==> src/rtl/spi_master_ctrl_if.sv <==
// rtl/spi_master_ctrl_if.sv - strobe bus between the bus interface and the SPI master sequencer
//
// Signals:
//   dout  [10:0] configuration or transmit word
//   cmd          one-cycle pulse: write configuration from dout
//   wr           one-cycle pulse: queue transmit byte from dout
//   rd           one-cycle pulse: read receive register
//   din   [8:0]  {rx_valid, rx_data}, meaningful while ack=1
//   ack          one-cycle completion pulse
// Modports: master (bus interface side), slave (sequencer side).

interface spi_master_ctrl_if;
    logic [10:0] dout;
    logic        cmd;
    logic        wr;
    logic        rd;
    logic [8:0]  din;
    logic        ack;

    modport master (
        output dout, cmd, wr, rd,
        input  din, ack
    );

    modport slave (
        input  dout, cmd, wr, rd,
        output din, ack
    );
endinterface

==> src/rtl/spi_master_ctrl.sv <==
// rtl/spi_master_ctrl.sv - byte-oriented SPI master sequencer
//
// Holds the SPI configuration, buffers one transmit byte, runs the 8-bit shift
// sequence and captures each received byte for readback.
//
// Ports:
//   clk       system clock
//   rst       synchronous active-high reset
//   bus       strobe bus (slave modport): dout/cmd/wr/rd in, din/ack out
//   busy      shift sequence active or holding register full
//   spi_sck   SPI clock, idles at CPOL
//   spi_mosi  SPI data out, MSB first
//   spi_miso  SPI data in
//   spi_cs_n  chip select, active-low
//
// Optional feature macro: SPI_LOOPBACK_EN (cmd dout[10] selects internal
// MOSI->receive loopback).

module spi_master_ctrl #(
    parameter logic [7:0] DIV_RESET  = 8'd3,
    parameter logic       CPOL_RESET = 1'b0,
    parameter logic       CPHA_RESET = 1'b0
) (
    input  logic               clk,
    input  logic               rst,
    spi_master_ctrl_if.slave   bus,
    output logic               busy,
    output logic               spi_sck,
    output logic               spi_mosi,
    input  logic               spi_miso,
    output logic               spi_cs_n
);

    typedef enum logic [1:0] {IDLE, LEAD, SHIFT, TRAIL} state_t;
    typedef enum logic [1:0] {REQ_NONE, REQ_CMD, REQ_WR, REQ_RD} req_t;

    state_t      state;
    state_t      state_next;

    // configuration
    logic [7:0]  div_q;
    logic        cpol_q;
    logic        cpha_q;

    // holding register
    logic        hold_full;
    logic [7:0]  hold_data;
    logic        hold_keep;

    // shift datapath
    logic [7:0]  tx_sh;
    logic [7:0]  rx_sh;
    logic [7:0]  rx_next;
    logic [7:0]  rx_data;
    logic        rx_valid;
    logic        keep_cur;
    logic [7:0]  cnt;
    logic [3:0]  edge_cnt;     // SCK edges already issued; bit counter is edge_cnt[3:1]
    logic        sck_q;
    logic        mosi_q;
    logic        cs_n_q;
    logic        miso_in;

    // request handling
    req_t        pend_q;
    logic [10:0] pend_dout;
    req_t        req_kind;
    logic [10:0] req_dout;
    logic        serve;
    logic        ack_q;
    logic [8:0]  din_q;

    // FSM control strobes
    logic        tick;
    logic        take;
    logic        do_edge;
    logic        sample_edge;
    logic        shift_done;
    logic        trail_end;

`ifdef SPI_LOOPBACK_EN
    logic        loop_q;
    assign miso_in = loop_q ? mosi_q : spi_miso;
`else
    logic        unused_rsvd;
    assign unused_rsvd = req_dout[10];
    assign miso_in     = spi_miso;
`endif

    assign bus.din  = din_q;
    assign bus.ack  = ack_q;
    assign busy     = (state != IDLE) || hold_full;
    assign spi_sck  = sck_q;
    assign spi_mosi = mosi_q;
    assign spi_cs_n = cs_n_q;

    assign tick = (cnt == div_q);

    // The current request is the pending one if any, otherwise a fresh strobe;
    // a fresh strobe that cannot be served right away is parked in pend_q.
    always_comb begin
        req_kind = pend_q;
        req_dout = pend_dout;
        if (pend_q == REQ_NONE) begin
            req_dout = bus.dout;
            if (bus.cmd)
                req_kind = REQ_CMD;
            else if (bus.wr)
                req_kind = REQ_WR;
            else if (bus.rd)
                req_kind = REQ_RD;
        end
    end

    // Configuration changes only while nothing is queued or shifting.
    always_comb begin
        serve = 1'b0;
        case (req_kind)
            REQ_CMD: serve = (state == IDLE) && !hold_full;
            REQ_WR:  serve = !hold_full;
            REQ_RD:  serve = 1'b1;
            default: serve = 1'b0;
        endcase
    end

    always_ff @(posedge clk) begin
        if (rst)
            state <= IDLE;
        else
            state <= state_next;
    end

    always_comb begin
        state_next = state;
        take       = 1'b0;
        do_edge    = 1'b0;
        shift_done = 1'b0;
        trail_end  = 1'b0;
        case (state)
            IDLE: begin
                if (hold_full) begin
                    state_next = LEAD;
                    take       = 1'b1;
                end
            end
            LEAD: begin
                if (tick)
                    state_next = SHIFT;
            end
            SHIFT: begin
                if (tick) begin
                    do_edge = 1'b1;
                    if (edge_cnt == 4'd15) begin
                        state_next = TRAIL;
                        shift_done = 1'b1;
                    end
                end
            end
            TRAIL: begin
                if (tick) begin
                    trail_end = 1'b1;
                    if (keep_cur && hold_full) begin
                        state_next = LEAD;
                        take       = 1'b1;
                    end else begin
                        state_next = IDLE;
                    end
                end
            end
            default: state_next = IDLE;
        endcase
    end

    // Edge number edge_cnt+1 is odd when edge_cnt[0]=0. CPHA=0 samples on odd
    // edges, CPHA=1 on even edges; the other edges shift MOSI.
    assign sample_edge = do_edge && (cpha_q ? edge_cnt[0] : !edge_cnt[0]);
    assign rx_next     = sample_edge ? {rx_sh[6:0], miso_in} : rx_sh;

    always_ff @(posedge clk) begin
        if (rst) begin
            div_q     <= DIV_RESET;
            cpol_q    <= CPOL_RESET;
            cpha_q    <= CPHA_RESET;
`ifdef SPI_LOOPBACK_EN
            loop_q    <= 1'b0;
`endif
            hold_full <= 1'b0;
            hold_data <= 8'h00;
            hold_keep <= 1'b0;
            tx_sh     <= 8'h00;
            rx_sh     <= 8'h00;
            rx_data   <= 8'h00;
            rx_valid  <= 1'b0;
            keep_cur  <= 1'b0;
            cnt       <= 8'h00;
            edge_cnt  <= 4'h0;
            sck_q     <= CPOL_RESET;
            mosi_q    <= 1'b0;
            cs_n_q    <= 1'b1;
            pend_q    <= REQ_NONE;
            pend_dout <= 11'h000;
            ack_q     <= 1'b0;
            din_q     <= 9'h000;
        end else begin
            ack_q <= 1'b0;

            if (state == IDLE || tick)
                cnt <= 8'h00;
            else
                cnt <= cnt + 8'd1;

            // CPHA=0 needs bit 7 on MOSI before the first edge, so it is
            // presented at load and the shifter starts at bit 6.
            if (take) begin
                tx_sh     <= cpha_q ? hold_data : {hold_data[6:0], 1'b0};
                mosi_q    <= hold_data[7];
                keep_cur  <= hold_keep;
                hold_full <= 1'b0;
                cs_n_q    <= 1'b0;
                edge_cnt  <= 4'h0;
            end

            if (do_edge) begin
                sck_q    <= ~sck_q;
                edge_cnt <= edge_cnt + 4'd1;
                rx_sh    <= rx_next;
                if (!sample_edge) begin
                    mosi_q <= tx_sh[7];
                    tx_sh  <= {tx_sh[6:0], 1'b0};
                end
            end

            // keep_cs holds CS through TRAIL; CS is always released on return to IDLE.
            if (shift_done && !keep_cur)
                cs_n_q <= 1'b1;
            if (trail_end && state_next == IDLE)
                cs_n_q <= 1'b1;

            if (req_kind != REQ_NONE) begin
                if (serve) begin
                    ack_q  <= 1'b1;
                    pend_q <= REQ_NONE;
                    case (req_kind)
                        REQ_CMD: begin
                            div_q  <= req_dout[7:0];
                            cpol_q <= req_dout[8];
                            cpha_q <= req_dout[9];
                            sck_q  <= req_dout[8];
`ifdef SPI_LOOPBACK_EN
                            loop_q <= req_dout[10];
`endif
                        end
                        REQ_WR: begin
                            hold_full <= 1'b1;
                            hold_data <= req_dout[7:0];
                            hold_keep <= req_dout[8];
                        end
                        REQ_RD: begin
                            din_q    <= {rx_valid, rx_data};
                            rx_valid <= 1'b0;
                        end
                        default: ;
                    endcase
                end else begin
                    pend_q    <= req_kind;
                    pend_dout <= req_dout;
                end
            end

            // Completion overrides a same-cycle read clear.
            if (shift_done) begin
                rx_data  <= rx_next;
                rx_valid <= 1'b1;
            end
        end
    end

endmodule

==> src/flat_wrapper.sv <==
// flat-port wrapper written by rule: the top's interface ports become plain ports
module spi_master_ctrl_flat 
#(
    parameter logic [7:0] DIV_RESET  = 8'd3,
    parameter logic       CPOL_RESET = 1'b0,
    parameter logic       CPHA_RESET = 1'b0
)
  (clk, rst, busy, spi_sck, spi_mosi, spi_miso, spi_cs_n, bus_dout, bus_cmd, bus_wr, bus_rd, bus_din, bus_ack);
  spi_master_ctrl_if bus_i ();
  input  logic clk;
  input  logic rst;
  output logic busy;
  output logic spi_sck;
  output logic spi_mosi;
  input  logic spi_miso;
  output logic spi_cs_n;
  input wire logic [$bits(bus_i.dout)-1:0] bus_dout;
  input wire logic [$bits(bus_i.cmd)-1:0] bus_cmd;
  input wire logic [$bits(bus_i.wr)-1:0] bus_wr;
  input wire logic [$bits(bus_i.rd)-1:0] bus_rd;
  output wire logic [$bits(bus_i.din)-1:0] bus_din;
  output wire logic [$bits(bus_i.ack)-1:0] bus_ack;
  assign bus_i.dout = bus_dout;
  assign bus_i.cmd = bus_cmd;
  assign bus_i.wr = bus_wr;
  assign bus_i.rd = bus_rd;
  assign bus_din = bus_i.din;
  assign bus_ack = bus_i.ack;
  spi_master_ctrl #(.DIV_RESET(DIV_RESET), .CPOL_RESET(CPOL_RESET), .CPHA_RESET(CPHA_RESET)) u_core (.clk(clk), .rst(rst), .bus(bus_i), .busy(busy), .spi_sck(spi_sck), .spi_mosi(spi_mosi), .spi_miso(spi_miso), .spi_cs_n(spi_cs_n));
endmodule
==> config.mk <==
export PLATFORM = sky130hd
export DESIGN_NAME = spi_master_ctrl_flat
export DESIGN_NICKNAME = d
export VERILOG_FILES = /design/src/rtl/spi_master_ctrl_if.sv /design/src/rtl/spi_master_ctrl.sv /design/src/flat_wrapper.sv
export SDC_FILE = /design/constraint.sdc
export NUM_CORES = 1
export LEC_CHECK = 0
export BUFFER_PORTS_ARGS = -buffer_cell sky130_fd_sc_hd__buf_4
export CAP_MARGIN = 20
export CORE_MARGIN = 4
export CORE_UTILIZATION = 35
export DETAILED_ROUTE_END_ITERATION = 10
export HOLD_SLACK_MARGIN = 0.08
export PLACE_DENSITY = 0.59
export SLEW_MARGIN = 30
export SYNTH_ARGS = -nofsm -noshare
export SYNTH_HDL_FRONTEND = slang
export SYNTH_SLANG_ARGS = --single-unit
==> constraint.sdc <==
create_clock -name clk -period 6 [get_ports clk]
set_clock_uncertainty 0.05 [all_clocks]
set_input_delay 0 -clock clk [delete_from_list [all_inputs] [get_ports clk]]
set_output_delay 0 -clock clk [all_outputs]
set_load 0.05 [all_outputs]
# Yosys cells after proc, flatten, opt, wreduce, memory -nomap -nowiden
# Cells that the tools add are included.
# totals
reg_bits	84
inputBits	17
out_inout_bits	14
wordCells	108
# op_classes
addsub	2
eq_ne	8
n_mux	48
bitwise	3
reduce_logical	27
# op_table
op	n
2-to-1 mux 8 bit	5
2-to-1 mux 1 bit	27
2-to-1 mux 2 bit	10
AND reduction 3 bit	4
nonzero test 2 bit	6
2-to-1 mux 10 bit	1
adder 8 x 1 -> 8 bit (second input constant)	1
== test 2 bit (second input constant)	4
== test 8 bit	1
2-to-1 mux 4 bit	2
one-hot mux 2 bit (4 select lines)	1
zero test 2 bit	3
logical AND 1 bit	5
adder 4 x 1 -> 4 bit (second input constant)	1
== test 2 x 1 -> 1 bit (second input constant)	2
== test 4 bit (second input constant)	1
OR reduction 2 bit	2
zero test 1 bit	3
inverter 1 bit	3
one-hot mux 1 bit (3 select lines)	1
OR reduction 3 bit	1
logical OR 1 bit	2
one-hot mux 1 bit (2 select lines)	1
AND reduction 2 bit	1

# Depth between registers and ports, before layout
# Gate-level depths: netlist of run 1.
# logic_depth
depth_word	9
ltp_mapped	8
mapped_depth_nobuf	7

# Worst setup path before layout of run 1
# OpenSTA, ideal clock, no wires.
# synth_timing
kind	register -> register
startpoint	reg u_core.state[0]
endpoint	reg u_core.div_q[0]
setup_ns	0.120
t_arrival_ns	1.777
required_ns	5.830
path_slack_ns	4.053
path_stages_with_launch	6
n_path_buf	0
period_less_slack_ns	1.947
path_cell_list	dfxtp_1 > inv_1 > ha_1 > nand2_1 > or3_1 > a211o_1
# synth_between
elab_chain_cells	4
# synth_lines
item	line_no	source
start: declaration	spi_master_ctrl.sv:37	state_t state;
start signal: assignment	spi_master_ctrl.sv:130	state <= state_next;
zero test 2 bit	spi_master_ctrl.sv:119	REQ_CMD: serve = (state == IDLE) && !hold_full;
logical AND 1 bit	spi_master_ctrl.sv:119	
one-hot mux 1 bit (3 select lines)	spi_master_ctrl.sv:118	case (req_kind)
AND reduction 3 bit (no source line)	--	
end signal: assignment	spi_master_ctrl.sv:245	div_q <= req_dout[7:0];
end: declaration	spi_master_ctrl.sv:41	logic [7:0] div_q;
# Every way passes these cells.
# A chain may end at the register's enable or synchronous reset.

# Worst setup path after layout of run 1
# layout_timing
startpoint	reg u_core.cnt[0]
endpoint	reg u_core.tx_sh[6]
# layout_between
elab_chain_cells	6
word_cells_on_any_way	9
classes_between	eq/ne: 1; mux: 7; reduce/logical: 1
# layout_lines
item	line_no	source
start: declaration	spi_master_ctrl.sv:57	logic [7:0] cnt;
start signal: assignment	spi_master_ctrl.sv:210	cnt <= cnt + 8'd1;
== test 8 bit (*)	spi_master_ctrl.sv:97	assign tick = (cnt == div_q);
2-to-1 mux 1 bit (on tied branches)	spi_master_ctrl.sv:160, spi_master_ctrl.sv:151	
one-hot mux 1 bit (2 select lines) / 2-to-1 mux 1 bit (equally long branches)	spi_master_ctrl.sv:139	case (state)
2-to-1 mux 8 bit / logical AND 1 bit (equally long branches)	spi_master_ctrl.sv:214, spi_master_ctrl.sv:176	
2-to-1 mux 8 bit	spi_master_ctrl.sv:227	if (!sample_edge) begin
2-to-1 mux 8 bit (*)	spi_master_ctrl.sv:223	if (do_edge) begin
end signal: assignment	spi_master_ctrl.sv:215	tx_sh <= cpha_q ? hold_data : {hold_data[6:0], 1'b0};
end signal: assignment	spi_master_ctrl.sv:229	tx_sh <= {tx_sh[6:0], 1'b0};
end: declaration	spi_master_ctrl.sv:51	logic [7:0] tx_sh;
# Mark *: on every way between the ends. The rest lies on a longest branch, timed or not.

==> results of run 1 <==
[cells by family after synthesis]
| logic type | synth area share |
|---|---|
| XOR/XNOR | 0.0406 |
| adder cells (fa/ha/maj) | 0.0229 |
| flip-flops | 0.440 |
| buffers and inverters | 0.0413 |
| multiplexers | 0.118 |
| AND/OR/NAND/NOR | 0.179 |
| AO/OA/AOI/OAI | 0.159 |
[worst paths after layout]
| check | endpoint | from | slack (ns) | cells past startpoint |
|---|---|---|---|---|
| setup reg to reg | u_core.tx_sh[6] | u_core.cnt[0] | 3.69 | 5 |
| hold / removal | u_core.hold_full | rst | 0.16 | 2 |
| setup / recovery | u_core.tx_sh[6] | u_core.cnt[0] | 3.69 | 5 |
| hold reg to reg | u_core.tx_sh[5] | u_core.tx_sh[4] | 0.40 | 2 |
[flip-flops by register name (all words and copies together) (netlist names)]
name	flops
u_core.pend_dout	10
u_core.bus.din	9
u_core.cnt	8
u_core.div_q	8
u_core.hold_data	8
u_core.rx_data	8
u_core.rx_sh	8
u_core.tx_sh	8
u_core.edge_cnt	4
u_core.pend_q	2
u_core.state	2
u_core.bus.ack	1
u_core.cpha_q	1
u_core.hold_full	1
u_core.hold_keep	1
u_core.keep_cur	1
u_core.rx_valid	1
u_core.spi_cs_n	1
u_core.spi_mosi	1
u_core.spi_sck	1
[worst max-delay path: stages, from the launching register on]
cell and delay, ns:
dfxtp_1 0.43, xnor2_1 0.20, nand4_2 0.42, or4_1 0.80, o211ai_1 0.17, a21oi_1 0.08
[repair_timing]
item                                   in CTS  in global routing
endpoints found under the hold margin      33                  0
hold buffers                               13                  0
buffers inserted                            0                  0
[metal layers]
| metal | global-route usage | routed length [µm] | vias up |
|---|---|---|---|
| met5 | 0 | 0 | - |
| met4 | 0.0617 | 126 | 0 |
| met3 | 0.0232 | 238 | 11 |
| met2 | 0.188 | 3460 | 50 |
| met1 | 0.179 | 4040 | 1380 |
| li1 | - | - | 1492 |
[layout make-up]
type / instances / area [µm²] / share of cell area
multi-input cells: 287 / 1990 / 0.449
clock buffers: 10 / 138 / 0.0311
well taps: 136 / 170 / 0.0385
clock inverters: 6 / 68.8 / 0.0155
flip-flops and latches: 84 / 1680 / 0.380
repair buffers: 44 / 363 / 0.0820
inverters: 5 / 18.8 / 0.00424
[power by group]
| part | total, mW | switching, mW | internal (mW) | leakage (nW) |
|---|---|---|---|---|
| logic | 0.191 | 0.110 | 0.0811 | 1.05 |
| clock network | 0.420 | 0.214 | 0.207 | 0.103 |
| registers | 0.613 | 0.0263 | 0.587 | 0.684 |
| total | 1.22 | 0.349 | 0.875 | 1.83 |
[synth_stat cells (all sizes together) (2+ instances only)]
| master | count |
|---|---|
| or3 | 3 |
| nand3 | 6 |
| nand2 | 17 |
| a311oi | 4 |
| nand2b | 3 |
| a21oi | 17 |
| buf | 15 |
| nand4 | 4 |
| ha | 7 |
| or4 | 2 |
| nor4 | 2 |
| a211o | 2 |
| dfxtp | 84 |
| nor2b | 3 |
| and4 | 2 |
| nand3b | 2 |
| a221oi | 4 |
| o211ai | 7 |
| clkbuf | 11 |
| mux2i | 37 |
| inv | 5 |
| nor2 | 84 |
| o21bai | 2 |
| o31ai | 8 |
| xnor2 | 11 |
| and3 | 2 |
| a31oi | 2 |
| mux2 | 7 |
| nor3 | 7 |
| a211oi | 24 |
| o21ai | 6 |
| xor2 | 5 |
[through the flow]
stage          total power [mW]  cells  utilization  hold WS, ns  setup slack, ns
6_report                   1.22    572        0.423        0.164             3.69
5_1_grt                    1.28    572        0.423        0.182             3.49
4_1_cts                    1.24    572        0.423        0.147             3.68
3_5_place_dp              0.812    543        0.391        0.203             3.71
3_3_place_gp              0.808    543        0.390        0.194             3.71
2_1_floorplan             0.771    402            -       0.0939             4.05
==> out/metrics.yaml, run 1 <==
floorplanning:
  boundaryPins: 31
  start_util: 0.365
  dieWidth_um: 112
  coreArea_mm2: 0.0105
  die_height_um: 112
  rows: 37
  dieArea_mm2: 0.0126
layout:
  final_cell_mix: "dfxtp_1 (84), nor2_1 (81), mux2i_1 (37)"
  final_common_cell: "dfxtp_1"
  diodes: 0
  drive_above_1_share: 0.172
  nets: 455
  final_area_mm2: 0.00443
  fillerInstances: 1046
  syn_to_final_growth_pct: 15.9
cts:
  post_cts_resized: 0
  root_buffer: "clkbuf_8"
  clkLatencyLatePin_ns: 0.36
  cts_sinks: 84
  cts_made_buffers: 9
  clk_pin_slew_worst_paths_ns: 0.09
  cts_max_level: 3
  cts_tree: "yes"
  clockBufferDepth: 2
sta:
  finalCriticalPeriod_ns: 2.31
  setup_viol: 0
  rsz0062_at_grt: "no"
  setup_tns_ns: 0
  fmax_mhz: 433
  tightest_slew_ns: 0.825
  relSlewSlack: 0.450
  final_max_slew_viol_count: 0
  min_period_over_period: 0.385
  final-hold-violation-count: 0
yosys:
  synth_area_leaders: "dfxtp_1 (44%), mux2i_1 (9.7%), nor2_1 (8.2%)"
  syn_avg_cell_area_um2: 9.50
  synth-main-ff-cell: "dfxtp_1"
  seq_area_frac_synth: 0.440
  synth-seq-cells: 84
  ys_warn_count: 0
  synth_top_area_frac: 0.440
  synthCells: 402
  synthesis.nets: 426
  ys_types: 52
  synth_enable_flop_cells: 0
  async_reset_ff_frac: 0
  yosys.area.top_type: "dfxtp_1"
  netlist_area_mm2: 0.00382
placement:
  portBuffers: 29
  routabilityCongestion: 0.803
  dpl.hpwl_mm: 5.40
  place_area_mm2: 0.00409
detailed_routing:
  drt_iter0_markers: 109
  viasPerCell: 5.13
  wirelength_mm: 7.86
  drt_pass1_iterations: 4
  drc: 0
  dr_total_vias: 2933
  antenna_left: 0
  wire_per_inst_um: 13.7
grt:
  track_usage: 0.128
  grt_first_pass_wirelength_mm: 13.4
  grt_max_degree: 79
  overflow: 0
  grt_pass1_vias: 2761
  antenna_found_initial: 0
power:
  p_leak_nw: 1.83
  power_density_mw_per_mm2: 277
  ir_worst_vdd_v: 0.000137
worst_setup_path:
  cp_max_fo: 12
  crit_path_start_kind: "flop"
  cp.arrival_ns: 2.47
  cp-end-kind: "flop"
  critPathRequiredTime_ns: 6.16
  path_class: "reg -> reg"
worst_hold_path:
  min_path_type: "in -> reg"
run_status:
  status: "completed"
flow_run:
  cap_violations: 0
No activity file was read; power rests on OpenSTA's default activity.
==> run 2: changes to the inputs <==
--- a/config.mk
+++ b/config.mk
@@ -5,13 +5,14 @@
 export SDC_FILE = /design/constraint.sdc
 export NUM_CORES = 1
 export LEC_CHECK = 0
+export ABC_AREA = 1
 export BUFFER_PORTS_ARGS = -buffer_cell sky130_fd_sc_hd__buf_4
 export CAP_MARGIN = 20
 export CORE_MARGIN = 4
 export CORE_UTILIZATION = 35
 export DETAILED_ROUTE_END_ITERATION = 10
 export HOLD_SLACK_MARGIN = 0.08
-export PLACE_DENSITY = 0.59
+export PLACE_DENSITY = 0.61
 export SLEW_MARGIN = 30
 export SYNTH_ARGS = -nofsm -noshare
 export SYNTH_HDL_FRONTEND = slang
==> constraint.sdc (replaced) <==
create_clock -name clk -period 2.1 [get_ports clk]
set_clock_uncertainty 0.05 [all_clocks]
set_input_delay 0 -clock clk [delete_from_list [all_inputs] [get_ports clk]]
set_output_delay 0 -clock clk [all_outputs]
set_load 0.05 [all_outputs]
==> out/metrics.yaml, run 2 <==
run_status:
  status: "completed"
layout:
  drive_above_1_share: 0.139  # -0.0331
  diodes: 0  # unchanged
  syn_to_final_growth_pct: 22.1
  largest_reg_flops: 10  # unchanged
  final_area_mm2: 0.00483  # +9.1%
  nets: 638  # +40%
  top_register: "u_core.pend_dout"
  post-route-util: 0.442  # +0.0187
  final_cell_mix: "nand2_1 (117), dfxtp_1 (84), inv_1 (76)"
  final_common_cell: "nand2_1"
cts:
  clkLatencyLatePin_ns: 0.34  # -0.02 ns
  clk_pin_slew_worst_paths_ns: 0.06  # -0.03 ns
  root_buffer: "clkbuf_16"
  clockBufferDepth: 2  # unchanged
  cts_tree: "yes"
  cts_made_buffers: 9  # unchanged
  cts_max_level: 3  # unchanged
  cts_sinks: 84  # unchanged
  cts_setup_buffers: 0  # unchanged
sta:
  min_period_over_period: 0.905  # +0.520
  setup_viol: 0  # unchanged
  rsz0062_at_grt: "no"
  final_max_slew_viol_count: 0  # unchanged
  final-hold-violation-count: 0  # unchanged
  setup_tns_ns: 0  # unchanged
  fmax_mhz: 526  # +22%
  tightest_slew_ns: 0.406  # -0.418 ns
  relSlewSlack: 0.729  # +0.279
  finalCriticalPeriod_ns: 1.90  # -0.409 ns
  fin_ws_ns: 0.200  # -3.49 ns
floorplanning:
  dieArea_mm2: 0.0131  # +3.3%
  die_height_um: 114  # +1.6%
  coreArea_mm2: 0.0109  # +4.5%
  dieWidth_um: 114  # +1.6%
  boundaryPins: 31  # unchanged
  start_util: 0.362  # -0.00343
  rows: 38  # +2.7%
worst_setup_path:
  r2r_slack_ns: 0.20  # -3.49 ns
  path_class: "reg -> reg"
  regToRegStartpoint: "u_core.cnt[5]"
  rr_worst_depth: 12  # +7
  cp.arrival_ns: 2.08  # -0.39 ns
  cp-end-kind: "flop"
  crit_path_start_kind: "flop"
  cp_max_fo: 17  # +5
  reg2reg_to: "u_core.tx_sh[0]"
  critPathRequiredTime_ns: 2.28  # -3.88 ns
yosys:
  syn_avg_cell_area_um2: 6.96  # -27%
  synth_top_area_frac: 0.425  # -0.0150
  seq_area_frac_synth: 0.425  # -0.0150
  synth_most_common_cell: "nand2_1"
  synth_area_leaders: "dfxtp_1 (43%), nand2_1 (11%), inv_1 (7.2%)"
  yosys.area.top_type: "dfxtp_1"
  yosys-top-cells-count: "nand2_1 (118), dfxtp_1 (84), inv_1 (76)"
  synthCells: 568  # +41%
  synthesis.nets: 592  # +39%
  async_reset_ff_frac: 0  # unchanged
  synth_enable_flop_cells: 0  # unchanged
  ys_types: 33  # -37%
  synth-main-ff-cell: "dfxtp_1"
  ys_warn_count: 0  # unchanged
  synth-seq-cells: 84  # unchanged
  netlist_area_mm2: 0.00396  # +3.5%
detailed_routing:
  drc: 0  # unchanged
  wire_per_inst_um: 11.8  # -14%
  drt_iter0_markers: 176  # +61%
  antenna_left: 0  # unchanged
  wirelength_mm: 8.99  # +14%
  viasPerCell: 4.69  # -8.6%
  dr_total_vias: 3557  # +21%
  drt_pass1_iterations: 4  # unchanged
grt:
  overflow: 0  # unchanged
  track_usage: 0.147  # +0.0192
  antenna_found_initial: 0  # unchanged
  grt_max_degree: 45  # -43%
  grt_pass1_vias: 3530  # +28%
  grt_first_pass_wirelength_mm: 15.7  # +18%
worst_hold_path:
  min_to: "u_core.pend_dout[8]"
  holdCritStartpoint: "bus_dout[8]"
  whs_path_depth: 5  # +3
  min_path_type: "in -> reg"
flow_run:
  cap_violations: 0  # unchanged
placement:
  dpl.hpwl_mm: 6.21  # +15%
  portBuffers: 29  # unchanged
  place_area_mm2: 0.00434  # +6.2%
  pre_cts_slack_ns: -0.00902  # -3.72 ns
  routabilityCongestion: 0.768  # -4.4%
power:
  ir_worst_vdd_v: 0.000816  # +500%
  p_leak_nw: 2.24  # +22%
  power_density_mw_per_mm2: 1090  # +290%
[run 2: cell types whose count changed after synthesis, moves of 9 or more]
| cell | previous run | this run |
|---|---|---|
| a211oi_1 | 21 | 5 |
| a21oi_1 | 17 | 44 |
| inv_1 | 4 | 76 |
| inv_2 | 1 | 10 |
| mux2i_1 | 37 | 1 |
| nand2_1 | 17 | 118 |
| nand3_1 | 6 | 34 |
| nor2_1 | 83 | 53 |
| o21ai_0 | 5 | 52 |
| o21ai_1 | 0 | 17 |
[run 2: worst max-delay path by stage]
stage	from	to	slack [ns]	depth (start not counted)
3_3_place_gp	u_core.state[0]	u_core.tx_sh[3]	0.14	9
2_1_floorplan	u_core.cnt[6]	u_core.tx_sh[1]	0.38	14
3_5_place_dp	u_core.state[1]	u_core.pend_dout[6]	-0.009	9
5_1_grt	u_core.state[0]	u_core.pend_dout[6]	0.002	9
4_1_cts	u_core.state[0]	u_core.tx_sh[0]	0.09	10
6_report	u_core.cnt[5]	u_core.tx_sh[0]	0.20	12
[run 2: worst max-delay path, stage by stage (launching register included)]
cell,delay [ns]
dfxtp_1,0.43
nand2_1,0.08
nand2_1,0.07
nand2_1,0.08
nor2_4,0.13
nand2_4,0.10
nor2_8,0.11
inv_2,0.10
or2_2,0.42
nand2_1,0.10
inv_1,0.04
nand2_1,0.05
nor2_1,0.04
[run 2: layout make-up]
type	instances	area, µm²
fillers	1133	6110
multi-input cells	375	1850
flip-flops and latches	84	1680
repair buffers	58	470
inverters	86	323
clock buffers	10	239
well taps	140	175
clock inverters	6	87.6
[run 2: metal layers]
layer / wire (µm) / GRT usage
met3: 339 / 0.0391
met2: 4290 / 0.255
met5: 0 / 0
met4: 115 / 0.0483
met1: 4240 / 0.176
[run 2: through the flow]
stage	cells	total power [mW]	hold slack [ns]
6_report	759	5.26	0.0918
5_1_grt	759	5.61	0.147
4_1_cts	758	5.26	0.0831
3_5_place_dp	728	3.50	0.218
3_3_place_gp	728	3.46	0.215
2_1_floorplan	568	3.10	0.117
[run 2: cell families (layout without fill, tap and decap cells)]
logic type | after synthesis | count (layout) | share of synthesized area
and+or+nand+nor | 229 | 230 | 0.250
AOI/OAI and AO/OA | 134 | 134 | 0.181
buffers and inverters | 110 | 160 | 0.112
DFF | 84 | 84 | 0.425
adders and majority gates | 7 | 7 | 0.0221
xor gates and xnor gates | 3 | 3 | 0.00664
muxes | 1 | 1 | 0.00253
[run 2: report_power, final]
group / switching (mW) / internal [mW]
registers: 0.138 / 1.84
logic: 1.05 / 0.520
clock network: 0.643 / 1.07
total: 1.83 / 3.43
[run 2: what timing repair did]
action / 4_1_cts / 5_1_grt
gates cloned: 0 / 1
endpoints found under the hold margin: 35 / 0
hold buffers: 14 / 0
setup endpoints to repair: 1 / 19
gates resized for setup: 1 / 4
pin swaps: 0 / 1
